[src/rtl/mul_rep_add_pkg.sv]
// Shared definitions for the repeated-addition multiplier: controller states
// and the default operand width.
package mul_rep_add_pkg;

    localparam int DEFAULT_WIDTH = 16;

    typedef enum logic [1:0] {
        IDLE  = 2'd0,
        SETUP = 2'd1,
        ADD   = 2'd2,
        DONE  = 2'd3
    } state_t;

endpackage

[src/rtl/mul_rep_add_ctrl.sv]
// Sequencing FSM for the repeated-addition multiplier.
//   state | meaning
//   IDLE  | ready for a request; start captures operands
//   SETUP | magnitudes, sign and loop count formed from captured operands
//   ADD   | one accumulate per cycle until the count reaches its last step
//   DONE  | one-cycle done pulse; product already valid
module mul_rep_add_ctrl
    import mul_rep_add_pkg::*;
(
    input  logic clk,
    input  logic rst,
    input  logic start,
    input  logic zero,
    input  logic last,
    output logic load,
    output logic setup,
    output logic add,
    output logic finish,
    output logic ready,
    output logic busy,
    output logic done
);

    state_t state;

    assign load   = (state == IDLE) & start;
    assign setup  = (state == SETUP);
    assign add    = (state == ADD);
    assign finish = add & last;

    always_ff @(posedge clk) begin
        if (rst) begin
            state <= IDLE;
            ready <= 1'b1;
            busy  <= 1'b0;
            done  <= 1'b0;
        end else begin
            case (state)
                IDLE: begin
                    if (start) begin
                        state <= SETUP;
                        ready <= 1'b0;
                        busy  <= 1'b1;
                    end
                end
                SETUP: begin
                    if (zero) begin
                        state <= DONE;
                        busy  <= 1'b0;
                        done  <= 1'b1;
                    end else begin
                        state <= ADD;
                    end
                end
                ADD: begin
                    if (last) begin
                        state <= DONE;
                        busy  <= 1'b0;
                        done  <= 1'b1;
                    end
                end
                DONE: begin
                    state <= IDLE;
                    done  <= 1'b0;
                    ready <= 1'b1;
                end
                default: begin
                    state <= IDLE;
                    ready <= 1'b1;
                    busy  <= 1'b0;
                    done  <= 1'b0;
                end
            endcase
        end
    end

endmodule

[src/rtl/mul_rep_add_seq.sv]
// Low-area sequential multiplier: forms |a|*|b| by repeated addition of the
// larger magnitude, then applies the sign on the last add.
module mul_rep_add_seq
    import mul_rep_add_pkg::*;
#(
    parameter int WIDTH   = DEFAULT_WIDTH,
    parameter int SWAP_EN = 1
) (
    input  logic                 clk,
    input  logic                 rst,
    input  logic                 start,
    input  logic [WIDTH-1:0]     a_in,
    input  logic [WIDTH-1:0]     b_in,
    input  logic                 signed_mode,
    output logic                 ready,
    output logic                 busy,
    output logic                 done,
    output logic [2*WIDTH-1:0]   product
);

    logic [WIDTH-1:0]   a_q;
    logic [WIDTH-1:0]   b_q;
    logic               sm_q;
    logic               neg;
    logic [WIDTH-1:0]   cnt;
    logic [WIDTH-1:0]   addend;
    logic [2*WIDTH-1:0] acc;

    logic [WIDTH-1:0]   mag_a;
    logic [WIDTH-1:0]   mag_b;
    logic [2*WIDTH-1:0] sum;
    logic               zero;
    logic               last;
    logic               load;
    logic               setup;
    logic               add;
    logic               finish;

    // Unsigned WIDTH-bit magnitude; the most negative value maps to 2^(WIDTH-1).
    assign mag_a = (sm_q & a_q[WIDTH-1]) ? (WIDTH'(0) - a_q) : a_q;
    assign mag_b = (sm_q & b_q[WIDTH-1]) ? (WIDTH'(0) - b_q) : b_q;
    assign zero  = (mag_a == '0) | (mag_b == '0);
    assign last  = (cnt == WIDTH'(1));
    assign sum   = acc + {{WIDTH{1'b0}}, addend};

    mul_rep_add_ctrl u_ctrl (
        .clk    (clk),
        .rst    (rst),
        .start  (start),
        .zero   (zero),
        .last   (last),
        .load   (load),
        .setup  (setup),
        .add    (add),
        .finish (finish),
        .ready  (ready),
        .busy   (busy),
        .done   (done)
    );

    always_ff @(posedge clk) begin
        if (rst) begin
            a_q     <= '0;
            b_q     <= '0;
            sm_q    <= 1'b0;
            neg     <= 1'b0;
            cnt     <= '0;
            addend  <= '0;
            acc     <= '0;
            product <= '0;
        end else begin
            if (load) begin
                a_q  <= a_in;
                b_q  <= b_in;
                sm_q <= signed_mode;
            end
            if (setup) begin
                neg <= sm_q & (a_q[WIDTH-1] ^ b_q[WIDTH-1]);
                if (zero) begin
                    product <= '0;
                end else begin
                    acc <= '0;
                    // Loop over the smaller magnitude; a tie keeps |b| as the count.
                    if ((SWAP_EN != 0) && (mag_a < mag_b)) begin
                        cnt    <= mag_a;
                        addend <= mag_b;
                    end else begin
                        cnt    <= mag_b;
                        addend <= mag_a;
                    end
                end
            end
            if (add) begin
                acc <= sum;
                cnt <= cnt - WIDTH'(1);
            end
            if (finish) begin
                product <= neg ? (-sum) : sum;
            end
        end
    end

endmodule

[config.mk]
export PLATFORM = sky130hd
export DESIGN_NAME = mul_rep_add_seq
export DESIGN_NICKNAME = d
export VERILOG_FILES = /design/src/rtl/mul_rep_add_pkg.sv /design/src/rtl/mul_rep_add_ctrl.sv /design/src/rtl/mul_rep_add_seq.sv
export SDC_FILE = /design/constraint.sdc
export NUM_CORES = 1
export LEC_CHECK = 0
export CAP_MARGIN = 20
export CORE_ASPECT_RATIO = 0.5
export CORE_UTILIZATION = 41
export DETAILED_ROUTE_END_ITERATION = 12
export PLACE_DENSITY_LB_ADDON = 0.1
export SKIP_CTS_REPAIR_TIMING = 1
export SLEW_MARGIN = 5
export SYNTH_ARGS = -nofsm -noshare
export SYNTH_HDL_FRONTEND = slang
export SYNTH_SLANG_ARGS = --single-unit
[constraint.sdc]
create_clock -name clk -period 4.2 [get_ports clk]
set_input_delay 1.05 -clock clk [delete_from_list [all_inputs] [get_ports clk]]
set_output_delay 1.05 -clock clk [all_outputs]
set_load 0.02 [all_outputs]
After elaboration in Yosys (flattened, before gate mapping). Index checks and enable logic that the tools add are counted.

Bits in registers: 135. Logic and storage cells: 77.

Add/subtract/negate cells: 5. Order comparisons: 1. Eq/ne operators: 8. Muxes and demuxes: 27. Bitwise gates (word level): 8. Reductions and logical operators: 16.

Operators with widths (number): $mux 32 (7); $mux 16 (7); $add 32x16->32 (1); $logic_not 16->1 (2); $neg 32->32 (1); $sub 1x16->16 const A (2); $eq 16x1->1 const B (1); $lt 16x16->1 (1); $sub 16x1->16 const B (1); $reduce_and 2->1 (5); $pmux 2 s4 (1); $reduce_bool 2->1 (4); $mux 1 (7); $pmux 1 s3 (2); $reduce_bool 3->1 (2); $and 1x1->1 (5); $eq 2x2->1 const B (2); $mux 2 (2); $ne 2x1->1 const B (2); $ne 2x2->1 const B (2); $reduce_and 4->1 (1); $reduce_and 3->1 (1); $eq 2x1->1 const B (1); $logic_not 2->1 (1); other kinds (4) (4).

Depth between registers and ports, before layout.
Word-level depth: 7. Gate-level depth with buffers: 19. Gate-level depth less buffers: 17.

Hierarchy. Synthesis repeated with hierarchy kept, for this count alone.

Cell total of the unflattened synthesis: 1179. Area, all modules: 9320.2 µm².

By module, submodules not included: mul_rep_add_seq (times used 1, cells each 1142, area an instance 8974.9 µm², sequential area each 2602.5 µm²); mul_rep_add_ctrl (times used 1, cells each 37, area an instance 345.3 µm², sequential area each 100.1 µm²).

Worst setup path before layout. OpenSTA, ideal clock, no wires.

Path type: register -> register. Start point: register a_q[0]. End point: register addend[11]. Setup time: 0.070 ns. Arrival: 3.655 ns. Data required time: 4.130 ns. Setup slack: 0.474 ns. Cell stages (with the launch flop): 19. Path buffers: 2. Clock period less this slack: 3.726 ns. Path through: dfxtp_1 > inv_1 > ha_1 > nor2b_1 > nand2_1 > o41a_1 > xnor2_1 > inv_1 > ha_1 > a21o_1 > a21o_1 > a21oi_1 > o21ai_0 > a21oi_1 > clkbuf_1 > clkbuf_1 > nor2_1 > a211o_1 > a21oi_1.

Cells in the longest elaborated chain, start to end: 6. Elaborated cells on any way between the ends: 8. Classes of those cells: add/sub: 1; order compare: 1; mux: 2; bitwise: 2; reduce/logical: 2.

RTL lines: from (decl) (RTL line mul_rep_add_seq.sv:21) `logic [WIDTH-1:0] a_q;`; from (signal assigned) (RTL line mul_rep_add_seq.sv:73) `a_q <= a_in;`; $sub 1x16->16 (RTL line mul_rep_add_seq.sv:40) `assign mag_a = (sm_q & a_q[WIDTH-1]) ? (WIDTH'(0) - a_q) : a_q;`; $mux 16 * (RTL line mul_rep_add_seq.sv:40); branches (longest 4 deep; another with $lt 16x16->1); to (signal assigned) (RTL line mul_rep_add_seq.sv:86) `addend <= mag_b;`; to (signal assigned) (RTL line mul_rep_add_seq.sv:89) `addend <= mag_a;`; to (decl) (RTL line mul_rep_add_seq.sv:26) `logic [WIDTH-1:0] addend;`.

Mark *: on every way between the ends. A chain may end at the register's enable or synchronous reset.

Final worst setup path.
Start point: register addend[0]. End point: register product[24].

Cells in the longest elaborated chain, start to end: 4.

RTL lines: $add 32x16->32 * (RTL line mul_rep_add_seq.sv:44) `assign sum = acc + {{WIDTH{1'b0}}, addend};`; $neg 32->32 (RTL line mul_rep_add_seq.sv:98) `product <= neg ? (-sum) : sum;`; $mux 32 * (RTL line mul_rep_add_seq.sv:98); $mux 32 * (RTL line mul_rep_add_seq.sv:97) `if (finish) begin`; to (signal assigned) (RTL line mul_rep_add_seq.sv:98); to (decl) (RTL line mul_rep_add_seq.sv:18) `output logic [2*WIDTH-1:0] product`.

Mark *: on every way between the ends. The rest lies on a longest branch, timed or not.

==> results.md <==
- Status: complete, no violations
- Peak Freq: 0.2478 GHz
- Post-synth top area share: 0.2917
- Core region area: 0.02192 mm2
- R2R depth: 12
- Hold depth: 2
- DP HPWL: 20.74 mm
- Synth async-reset ratio: 0
- Crit Path Class: flop to flop
- Cell Chain, Critical Path: ha_1, fa_1, a21o_1, a21oi_2, xor2_2, nand4_2, or3_4, or4b_1, or4_4, o41ai_4, xnor2_1, a22o_1
- Min cycle time layout: 4.036 ns
- Synth Instances: 1216
- FF+latch count, synth: 135
- GR Overflow Total: 0
- Post-Syn Area: a little over 0.009 mm2
- Via density: 5.619
- Seq. cell area: 0.002703 mm2
- Largest family of logic cells by synthesized area: compound AO/OA/AOI/OAI gates
- Critical Path RT: 4.54 ns
- Hold Crit Class: flop to flop
- CTS buffer count: 17
- Period utilization: 0.9610
- Final WL: around 28 mm
- Power per cell area: around 640 mW/mm2
- Synth warn: 0
- Simple-gate share of the synthesized area: 0.2339
- Slew HR: 0.3811
- DRT Pass-1 Iters: 5
- CTS sink cnt: between 100 and 150
- Mux contribution to synthesized area: 0.03971
- Maximum vdd drop: between 0.0002 and 0.0003 V
- Most area-consuming cells after synthesis: dfxtp_1, nand2_1, a21oi_1
- HP Start: product[16]$_SDFFE_PP0P_
- Die area: ~0.023 mm2
- Layout fillers: 2172
- Final hold viol count: 0
- CP endpoint kind: flop
- Cell at the slowest stage of the critical path: or4b_1
- Synth unique cells: 84
- R2R Path End: product[24]$_SDFFE_PP0P_
- Critical Path Start Type: flop
- Post-Synth Adder-Cell Area: 0.05619
- Area grow syn2layout: 18.44%
- Synth Area in XOR/XNOR: 0.08387
- Max-cap violations: 0
- Mapped Nets: approximately 1.3k
- Actual slew at the worst max-slew pin: 0.9250 ns
- First-pass GRT wire length: 43.92 mm
- Worst Hold Endpoint: product[16]$_SDFFE_PP0P_
- Total track usage: 0.2437
- Drt drc: 0
- Routed Antenna Nets: 0
- Iter 0 DRT Violations: 681
- Multi-input logic area: 0.006127 mm2
- Crit-path max FO: 5
- Synth Area in Compound Gates: 0.2441
- Leakage: between 4 and 5 nW
- Antenna Cells: 0
- Vias in the first global route: 8091
- CP max stage delay: 0.50 ns
- Share of cells above drive strength 1: 0.09126
- WP data arrival: 4.38 ns
- Overall power: ~7 mW
- Clk root buf: clkbuf_16
- Row Count: 38
- R2r setup slk: between 0.15 and 0.2 ns
- IO buf count: 70
- Initial antenna violation count: 0
- Layout Nets: 1347
- DR WL/cell: 17.49 um
- Placer Congestion: between 0.9 and 1
- Worst-path clk slew: 0.06 ns
- Die height: approximately 110 um
- Post-synth EDFFs: 0
- Initial Util: 0.4227
- Final setup viols: 0
- Die width: 214.6 um
- Ports: between 70 and 80
- Worst-Skew Late Latency: 0.45 ns
- CP startpoint: addend[0]$_SDFFE_PP0P_
- Vias: 8890
- CTS tree: yes
- Largest net degree at the start of global routing: 90
- CTS max path bufs: 2
- H-tree depth: 4
- Max Slew Vio Count: 0
- Hold slack: 0.4577 ns
- Fin Setup TNS: 0 ns
- Most used DFF post-synth: dfxtp_1
- Reg2reg start: addend[0]$_SDFFE_PP0P_
- Post-synthesis sequential area ratio: 0.2917
- Yosys top cell by area: dfxtp_1
- Fin util: 0.5006
- Clk_skew: 0.008326 ns
- Synthesized area per cell: 7.618 um2
[sequential cells by signal, indices dropped and copies added (netlist names)]
| signal | count |
|---|---|
| b_q | 16 |
| u_ctrl.busy | 1 |
| u_ctrl.state | 2 |
| a_q | 16 |
| u_ctrl.ready | 1 |
| addend | 16 |
| sm_q | 1 |
| acc | 32 |
| neg | 1 |
| cnt | 16 |
| product | 32 |
| u_ctrl.done | 1 |
[power by group]
part	switching [mW]	internal [mW]	total [mW]	leakage (nW)
combinational	2.41	1.51	3.92	2.80
sequential	0.209	1.47	1.68	1.10
clock	0.551	0.870	1.42	0.268
total	3.17	3.85	7.02	4.17
[worst max path at each step]
stage	end	slack, ns
2_1_floorplan	addend[11]$_SDFFE_PP0P_	0.47
3_3_place_gp	product[24]$_SDFFE_PP0P_	0.16
3_5_place_dp	cnt[6]$_SDFFE_PP0P_	0.08
4_1_cts	cnt[6]$_SDFFE_PP0P_	0.06
5_1_grt	product[24]$_SDFFE_PP0P_	-0.003
6_report	product[24]$_SDFFE_PP0P_	0.16
[per-stage QoR]
| stage | cell area (um2) | cells | setup slack (ns) |
|---|---|---|---|
| 6_report | 10970 | 1582 | 0.1638 |
| 5_1_grt | 10970 | 1582 | -0.002615 |
| 4_1_cts | 10920 | 1578 | 0.06185 |
| 3_5_place_dp | 10380 | 1547 | 0.08300 |
| 3_3_place_gp | 10350 | 1546 | 0.1630 |
| 2_1_floorplan | 9264 | 1216 | 0.4744 |
[synthesized netlist by cell type, drive strengths merged (4+ instances only)]
library cell / instances
a22o: 11
nand2: 159
o41ai: 6
mux2i: 30
o211ai: 6
nand3: 28
or2: 9
nand2b: 8
xnor2: 60
clkbuf: 63
buf: 18
o32ai: 4
dfxtp: 135
o22ai: 5
or3: 8
a22oi: 40
and4: 4
o21ai: 61
mux2: 6
a21oi: 113
a211o: 7
xor2: 27
a211oi: 15
a21o: 11
nor4: 10
o31ai: 13
ha: 40
and3: 8
o21a: 7
inv: 35
and2: 16
a31oi: 9
o21bai: 4
nor2: 138
nand4: 20
nor3: 28
nor2b: 9
or4: 5
[critical path: cells and delay by family (launching register included)]
| kind | cells | cell delay (ns) |
|---|---|---|
| compound gates | 4 | 0.93 |
| flops | 1 | 0.32 |
| xor+xnor | 2 | 0.36 |
| fa+ha+maj | 2 | 0.70 |
| simple gates | 4 | 1.63 |
[cell type report]
cell class / instances / area share
multi-input cells: 965 / 0.5584
flip-flops and latches: 135 / 0.2463
repair buffers: 116 / 0.09921
clock buffers: 28 / 0.04619
well taps: 300 / 0.03421
inverters: 35 / 0.01197
clock inverters: 3 / 0.003649
[layer usage]
metal	up-vias	global-route usage	share of wire
met2	210	0.3778	0.43
li1	4442	-	-
met4	0	0.06888	0.012
met5	-	0	0
met1	4215	0.3428	0.51
met3	23	0.04838	0.051
[placed cells by master, fill, tap and decap left out, types with 8 or more instances in the layout]
cell type	Yosys	layout
and2_1	15	15
clkbuf_16	0	17
nor2b_1	9	9
nand3_1	28	28
a211oi_1	15	14
o31ai_1	12	12
inv_1	35	34
nor3_1	26	26
ha_1	40	40
a22oi_1	40	40
xor2_1	25	25
nand2_1	159	159
a21oi_1	109	108
nor2_1	138	138
dfxtp_1	135	135
a31oi_1	9	9
a22o_1	11	11
nor4_1	9	9
o21ai_0	57	56
mux2i_1	30	30
and3_1	8	8
a21o_1	11	11
or2_2	8	8
nand2b_1	8	8
xnor2_1	60	59
clkdlybuf4s50_1	0	69
nand4_1	19	19
buf_4	3	44
[cell families after synthesis]
group                    Yosys count
AO/OA/AOI/OAI                    340
XOR/XNOR                          87
adder cells (fa/ha/maj)           41
flip-flops                       135
AND/OR/NAND/NOR                  461
buffers and inverters            116
multiplexers                      36
Power figures use the tool's default switching activity.
